<file path="src/rtl/terrain_crater_ctrl.sv">
// Terrain crater carver: clears a disc of terrain bits one column at a time by
// read-modify-write of the column-organised terrain SRAM, reading only during display blanking.
module terrain_crater_ctrl #(
    parameter int NCOLS  = 640,
    parameter int FLOOR  = 479,
    parameter int RMAX_W = 6
) (
    input  logic              clk,
    input  logic              reset,
    input  logic              init_done,
    input  logic              vid_blank,
    input  logic              req_valid,
    output logic              req_ready,
    input  logic [9:0]        req_x,
    input  logic [9:0]        req_y,
    input  logic [RMAX_W-1:0] req_r,
    input  logic [9:0]        disp_addr,
    output logic [9:0]        read_addr,
    output logic [9:0]        write_addr,
    output logic              we,
    output logic [511:0]      terrain_in,
    input  logic [511:0]      terrain_out,
    output logic              busy,
    output logic              done
);
    typedef enum logic [2:0] {IDLE, SETUP, CALC, RD, WAIT, WR, NEXT, DONE} state_t;

    localparam logic signed [11:0] LAST_COL = 12'(NCOLS - 1);

    state_t              state, state_nx;
    logic [9:0]          cx, cy, col, x_hi;
    logic [RMAX_W-1:0]   r, dy;
    logic [2*RMAX_W-1:0] r2;
    logic [511:0]        buffer, mask;

    // Column span of the crater, clipped to the screen; widened so cx+r cannot overflow.
    logic signed [11:0] cx_s, r_s, x_lo_s, x_hi_s;
    logic [9:0]         x_lo, x_hi_clip;

    assign cx_s      = $signed({2'b00, cx});
    assign r_s       = $signed({{(12-RMAX_W){1'b0}}, r});
    assign x_lo_s    = cx_s - r_s;
    assign x_hi_s    = cx_s + r_s;
    assign x_lo      = (x_lo_s < 0) ? 10'd0 : x_lo_s[9:0];
    assign x_hi_clip = (x_hi_s > LAST_COL) ? LAST_COL[9:0] : x_hi_s[9:0];

    // Half-height search: dy shrinks from r until dx^2 + dy^2 fits inside r^2.
    logic [9:0]          dx;
    logic [19:0]         dx_sq;
    logic [2*RMAX_W-1:0] dy_sq;
    logic                too_far;

    assign dx      = (col >= cx) ? col - cx : cx - col;
    assign dx_sq   = {10'd0, dx} * {10'd0, dx};
    assign dy_sq   = {{RMAX_W{1'b0}}, dy} * {{RMAX_W{1'b0}}, dy};
    assign too_far = (21'(dx_sq) + 21'(dy_sq)) > 21'(r2);

    // Signed row bounds let the mask clip at row 0 and at FLOOR instead of wrapping.
    logic signed [11:0] row_lo, row_hi;

    assign row_lo = $signed({2'b00, cy}) - $signed({{(12-RMAX_W){1'b0}}, dy});
    assign row_hi = $signed({2'b00, cy}) + $signed({{(12-RMAX_W){1'b0}}, dy});

    always_comb begin
        for (int i = 0; i < 512; i++)
            mask[i] = (i >= int'(row_lo)) && (i <= int'(row_hi)) && (i <= FLOOR);
    end

    assign write_addr = col;
    assign terrain_in = buffer & ~mask;

    always_ff @(posedge clk or posedge reset) begin
        if (reset) state <= IDLE;
        else       state <= state_nx;
    end

    always_comb begin
        // NOTE: every output and the next state get a default first, so no latch is inferred.
        state_nx  = state;
        req_ready = 1'b0;
        we        = 1'b0;
        busy      = 1'b1;
        done      = 1'b0;
        read_addr = disp_addr;
        case (state)
            IDLE: begin
                busy      = 1'b0;
                req_ready = init_done;
                if (req_valid && init_done) state_nx = SETUP;
            end
            SETUP: state_nx = CALC;
            CALC:  if (!too_far || dy == '0) state_nx = RD;
            RD: begin
                if (vid_blank) begin
                    read_addr = col;
                    state_nx  = WAIT;
                end
            end
            WAIT: state_nx = WR;
            WR: begin
                we       = 1'b1;
                state_nx = NEXT;
            end
            NEXT: state_nx = (col >= x_hi) ? DONE : CALC;
            DONE: begin
                done     = 1'b1;
                state_nx = IDLE;
            end
            default: state_nx = IDLE;
        endcase
    end

    always_ff @(posedge clk or posedge reset) begin
        if (reset) begin
            cx     <= '0;
            cy     <= '0;
            r      <= '0;
            r2     <= '0;
            col    <= '0;
            x_hi   <= '0;
            dy     <= '0;
            // NOTE: the column buffer is a plain register, not a RAM, so it takes the reset too.
            buffer <= '0;
        end else begin
            case (state)
                IDLE: begin
                    if (req_valid && init_done) begin
                        cx <= req_x;
                        cy <= req_y;
                        r  <= req_r;
                    end
                end
                SETUP: begin
                    r2   <= {{RMAX_W{1'b0}}, r} * {{RMAX_W{1'b0}}, r};
                    col  <= x_lo;
                    x_hi <= x_hi_clip;
                    dy   <= r;
                end
                CALC: if (too_far && dy != '0) dy <= dy - RMAX_W'(1);
                WAIT: buffer <= terrain_out;
                NEXT: begin
                    if (col < x_hi) begin
                        col <= col + 10'd1;
                        dy  <= r;
                    end
                end
                default: ;
            endcase
        end
    end
endmodule

</file>
<file path="config.mk">
export PLATFORM = sky130hd
export DESIGN_NAME = terrain_crater_ctrl
export DESIGN_NICKNAME = d
export VERILOG_FILES = /design/src/rtl/terrain_crater_ctrl.sv
export SDC_FILE = /design/constraint.sdc
export NUM_CORES = 2
export LEC_CHECK = 0
export ABC_AREA = 1
export ABC_CLOCK_PERIOD_IN_PS = 32400
export CELL_PAD_IN_SITES_DETAIL_PLACEMENT = 1
export CELL_PAD_IN_SITES_GLOBAL_PLACEMENT = 1
export CORE_AREA = 5 5 425 427
export CTS_BUF_LIST = sky130_fd_sc_hd__clkbuf_16
export DETAILED_ROUTE_END_ITERATION = 6
export DIE_AREA = 0 0 430 432
export GPL_TIMING_DRIVEN = 0
export PLACE_DENSITY = 0.62
export SLEW_MARGIN = 20
export SYNTH_ARGS = -nofsm -noshare
export SYNTH_HDL_FRONTEND = slang
export SYNTH_SLANG_ARGS = --single-unit
</file>
<file path="constraint.sdc">
create_clock -name clk -period 32.4 [get_ports clk]
set_clock_uncertainty 0.15 [all_clocks]
set_input_delay 6.48 -clock clk [delete_from_list [all_inputs] [get_ports clk]]
set_output_delay 6.48 -clock clk [all_outputs]
set_load 0.01 [all_outputs]
</file>
==> flow_metrics.env <==
export IMPL_run_status="finished, violations left"
export IMPL_violations="DRC"
export IMPL_hold_depth=2
export IMPL_gp_congestion=1.097
export IMPL_grt_overflow=0
export IMPL_synthesis_instances=6526
export IMPL_synthTopCellsByArea="dfrtp_1 33%, nand2_1 16%, inv_1 7.6%"
export IMPL_required_ps=25770
export IMPL_startpoint="dy[3]"
export IMPL_placed_area_mm2=0.05912
export IMPL_row_count=154
export IMPL_synth_edff_count=0
export IMPL_io_buffers=1088
export IMPL_path_class="reg -> out"
export IMPL_drt_wirelength_per_cell_um=44.47
export IMPL_tritoncts="built"
export IMPL_drive_above_1_share=0.06373
export IMPL_maxCapViolCount=0
export IMPL_hp_class="reg -> reg"
export IMPL_drc=17
export IMPL_grt_usage=0.4687
export IMPL_clkTransAtPathRegs_ps=60
export IMPL_grt_antenna_before_repair=88
export IMPL_yosysWarningCount=0
export IMPL_syn2layout_area_growth_pct=40.44
export IMPL_die_y_um=432
export IMPL_cts_made_buffers=75
export IMPL_drt_iter0_drc=7561
export IMPL_cp_arrival_ps=8960
export IMPL_rsz0062_at_grt="no"
export IMPL_crit_path_end_kind="primary output"
export IMPL_synth_cell_type_count=54
export IMPL_r2r_slack_ps=21920
export IMPL_grt_pass1_wl_mm=576.5
export IMPL_dr_pass1_iters=7
export IMPL_slew_viol_final=0
export IMPL_final_area_mm2=0.06179
export IMPL_synthArstFlopShare=1.000
export IMPL_rr_worst_depth=40
export IMPL_drt_wl_total_mm=454.0
export IMPL_dp_hpwl_mm=373.2
export IMPL_cts_buffer_depth=3
export IMPL_min_from="buffer[328]"
export IMPL_synthesis_nets=7317
export IMPL_routed_via_density=5.776
export IMPL_min_to="buffer[328]"
export IMPL_die_w_um=430
export IMPL_num_vias=58970
export IMPL_finalSetupTns_ps=0
export IMPL_cts_sinks=578
export IMPL_worstSkewPairLatency_ps=740
export IMPL_ys_seq_area_frac=0.3287
export IMPL_holdBufCountCts=0
export IMPL_layout_nets=8529
export IMPL_min_period_ps=15590
export IMPL_hold_violations=0
export IMPL_relSlewSlack=0.06047
export IMPL_clockRootBuffer="clkbuf_16"
export IMPL_worst_pin_slew_ps=1400
export IMPL_avgSynthCellArea_um2=6.742
export IMPL_io_pins=1089
export IMPL_post_cts_buffers=0
export IMPL_r2r_start="write_addr[5]"
export IMPL_synth_seq_cells=578
export IMPL_finalSetupViolations=0
export IMPL_synth_area_mm2=0.04400
export IMPL_yosys_area_top_type="dfrtp_1"
export IMPL_yosysMostFrequentCell="nand2_1"
export IMPL_h_tree_depth=3
export IMPL_grt_max_degree=96
export IMPL_timing_final_crit_share=0.4812
export IMPL_start_util=0.2504
export IMPL_synth_top_cell_area_share=0.3287
export IMPL_synth_commonest_cells="1913 x nand2_1, 893 x inv_1, 578 x dfrtp_1"
export IMPL_synth_ff_type="dfrtp_1"
export IMPL_worstPathMaxFanout=10
export IMPL_max_freq_ghz=0.06414
export IMPL_coreArea_mm2=0.1757
export IMPL_die_area_mm2=0.1858
export IMPL_grt_pass1_vias=58120
export IMPL_r2r_end="dy[3]"
export IMPL_final_antenna_net_count=0
export IMPL_ctsResizeCount=0
export IMPL_worst_setup_path_start_kind="flop"
[placed cells by master (no fill, tap or decap), types with 108 or more instances in the layout]
master | synthesis | routed
dfrtp_1 | 578 | 578
inv_1 | 893 | 902
o211ai_1 | 108 | 108
a21boi_1 | 128 | 128
a21oi_1 | 409 | 403
nand3_1 | 370 | 370
nand2_1 | 1913 | 1912
clkdlybuf4s50_1 | 0 | 1088
ha_1 | 149 | 149
clkbuf_1 | 239 | 162
nor2_1 | 439 | 417
o21ai_0 | 564 | 561
[registers in the layout (all words and copies together) (netlist names)]
name        flops
buffer        512
cx             10
cy             10
dy              6
r               6
r2             11
state           3
write_addr     10
x_hi           10
[layout make-up]
| class | instances | area [µm²] |
|---|---|---|
| inverter | 932 | 3506 |
| clock buffer | 76 | 1902 |
| sequential | 578 | 14460 |
| tap | 2340 | 2928 |
| fill | 21760 | 113900 |
| multi-input combinational | 4672 | 24720 |
| timing repair buffer | 1135 | 11910 |
| buffer | 344 | 1625 |
| clock inverter | 61 | 563.0 |
| antenna | 72 | 180.2 |
[per-stage QoR]
stage	std cells	hold WS [ps]	worst slack [ps]	utilization
2_1_floorplan	6526	292.5	9599	-
3_3_place_gp	9954	308.6	463.1	0.3290
3_5_place_dp	10000	308.9	17340	0.3364
4_1_cts	10140	324.4	17210	0.3504
5_1_grt	10150	333.5	16980	0.3508
6_report	10210	323.3	16810	0.3516
[critical path, cell delays in order, from the launching register on]
cell             delay (ps)
dfrtp_1                 370
clkbuf_1                460
inv_1                   300
ha_1                    350
buf_4                   150
nand2_1                  60
o21a_1                  180
o21ai_1                 140
nand2_1                 190
nand4_1                 160
nand2_1                 220
nor2_1                  650
clkbuf_1               1000
ha_1                    530
inv_1                   460
nor2_4                  820
inv_1                   430
o21ai_0                 740
nand3b_1                250
a21boi_0                100
clkdlybuf4s50_1         560
[layer usage]
metal	global-route usage	share of wire
met1	0.5366	0.37
met2	0.7044	0.43
met3	0.1663	0.11
met4	0.3830	0.10
met5	0	0.00045
[kinds of logic after synthesis]
family                     after synthesis  share of synthesized area
AOI/OAI and AO/OA                     1485                     0.1926
DFF                                    578                     0.3287
buffers and inverters                 1276                     0.1140
adders and majority gates              238                    0.08287
and+or+nand+nor                       2901                     0.2708
muxes                                    8                   0.001991
xor gates and xnor gates                40                   0.008901
[worst max-delay path by stage]
stage	end	slack (ps)	cells past startpoint
floorplan	buffer[0]	9600	1
global placement	buffer[504]	460	2
detailed placement	read_addr[0]	17340	6
CTS	terrain_in[168]	17210	20
global route	terrain_in[168]	16980	20
finish	terrain_in[168]	16810	20
Power is left out: the tool's default activity adds up to more than one toggle a clock period on the data nets, which glitch-free logic cannot reach.
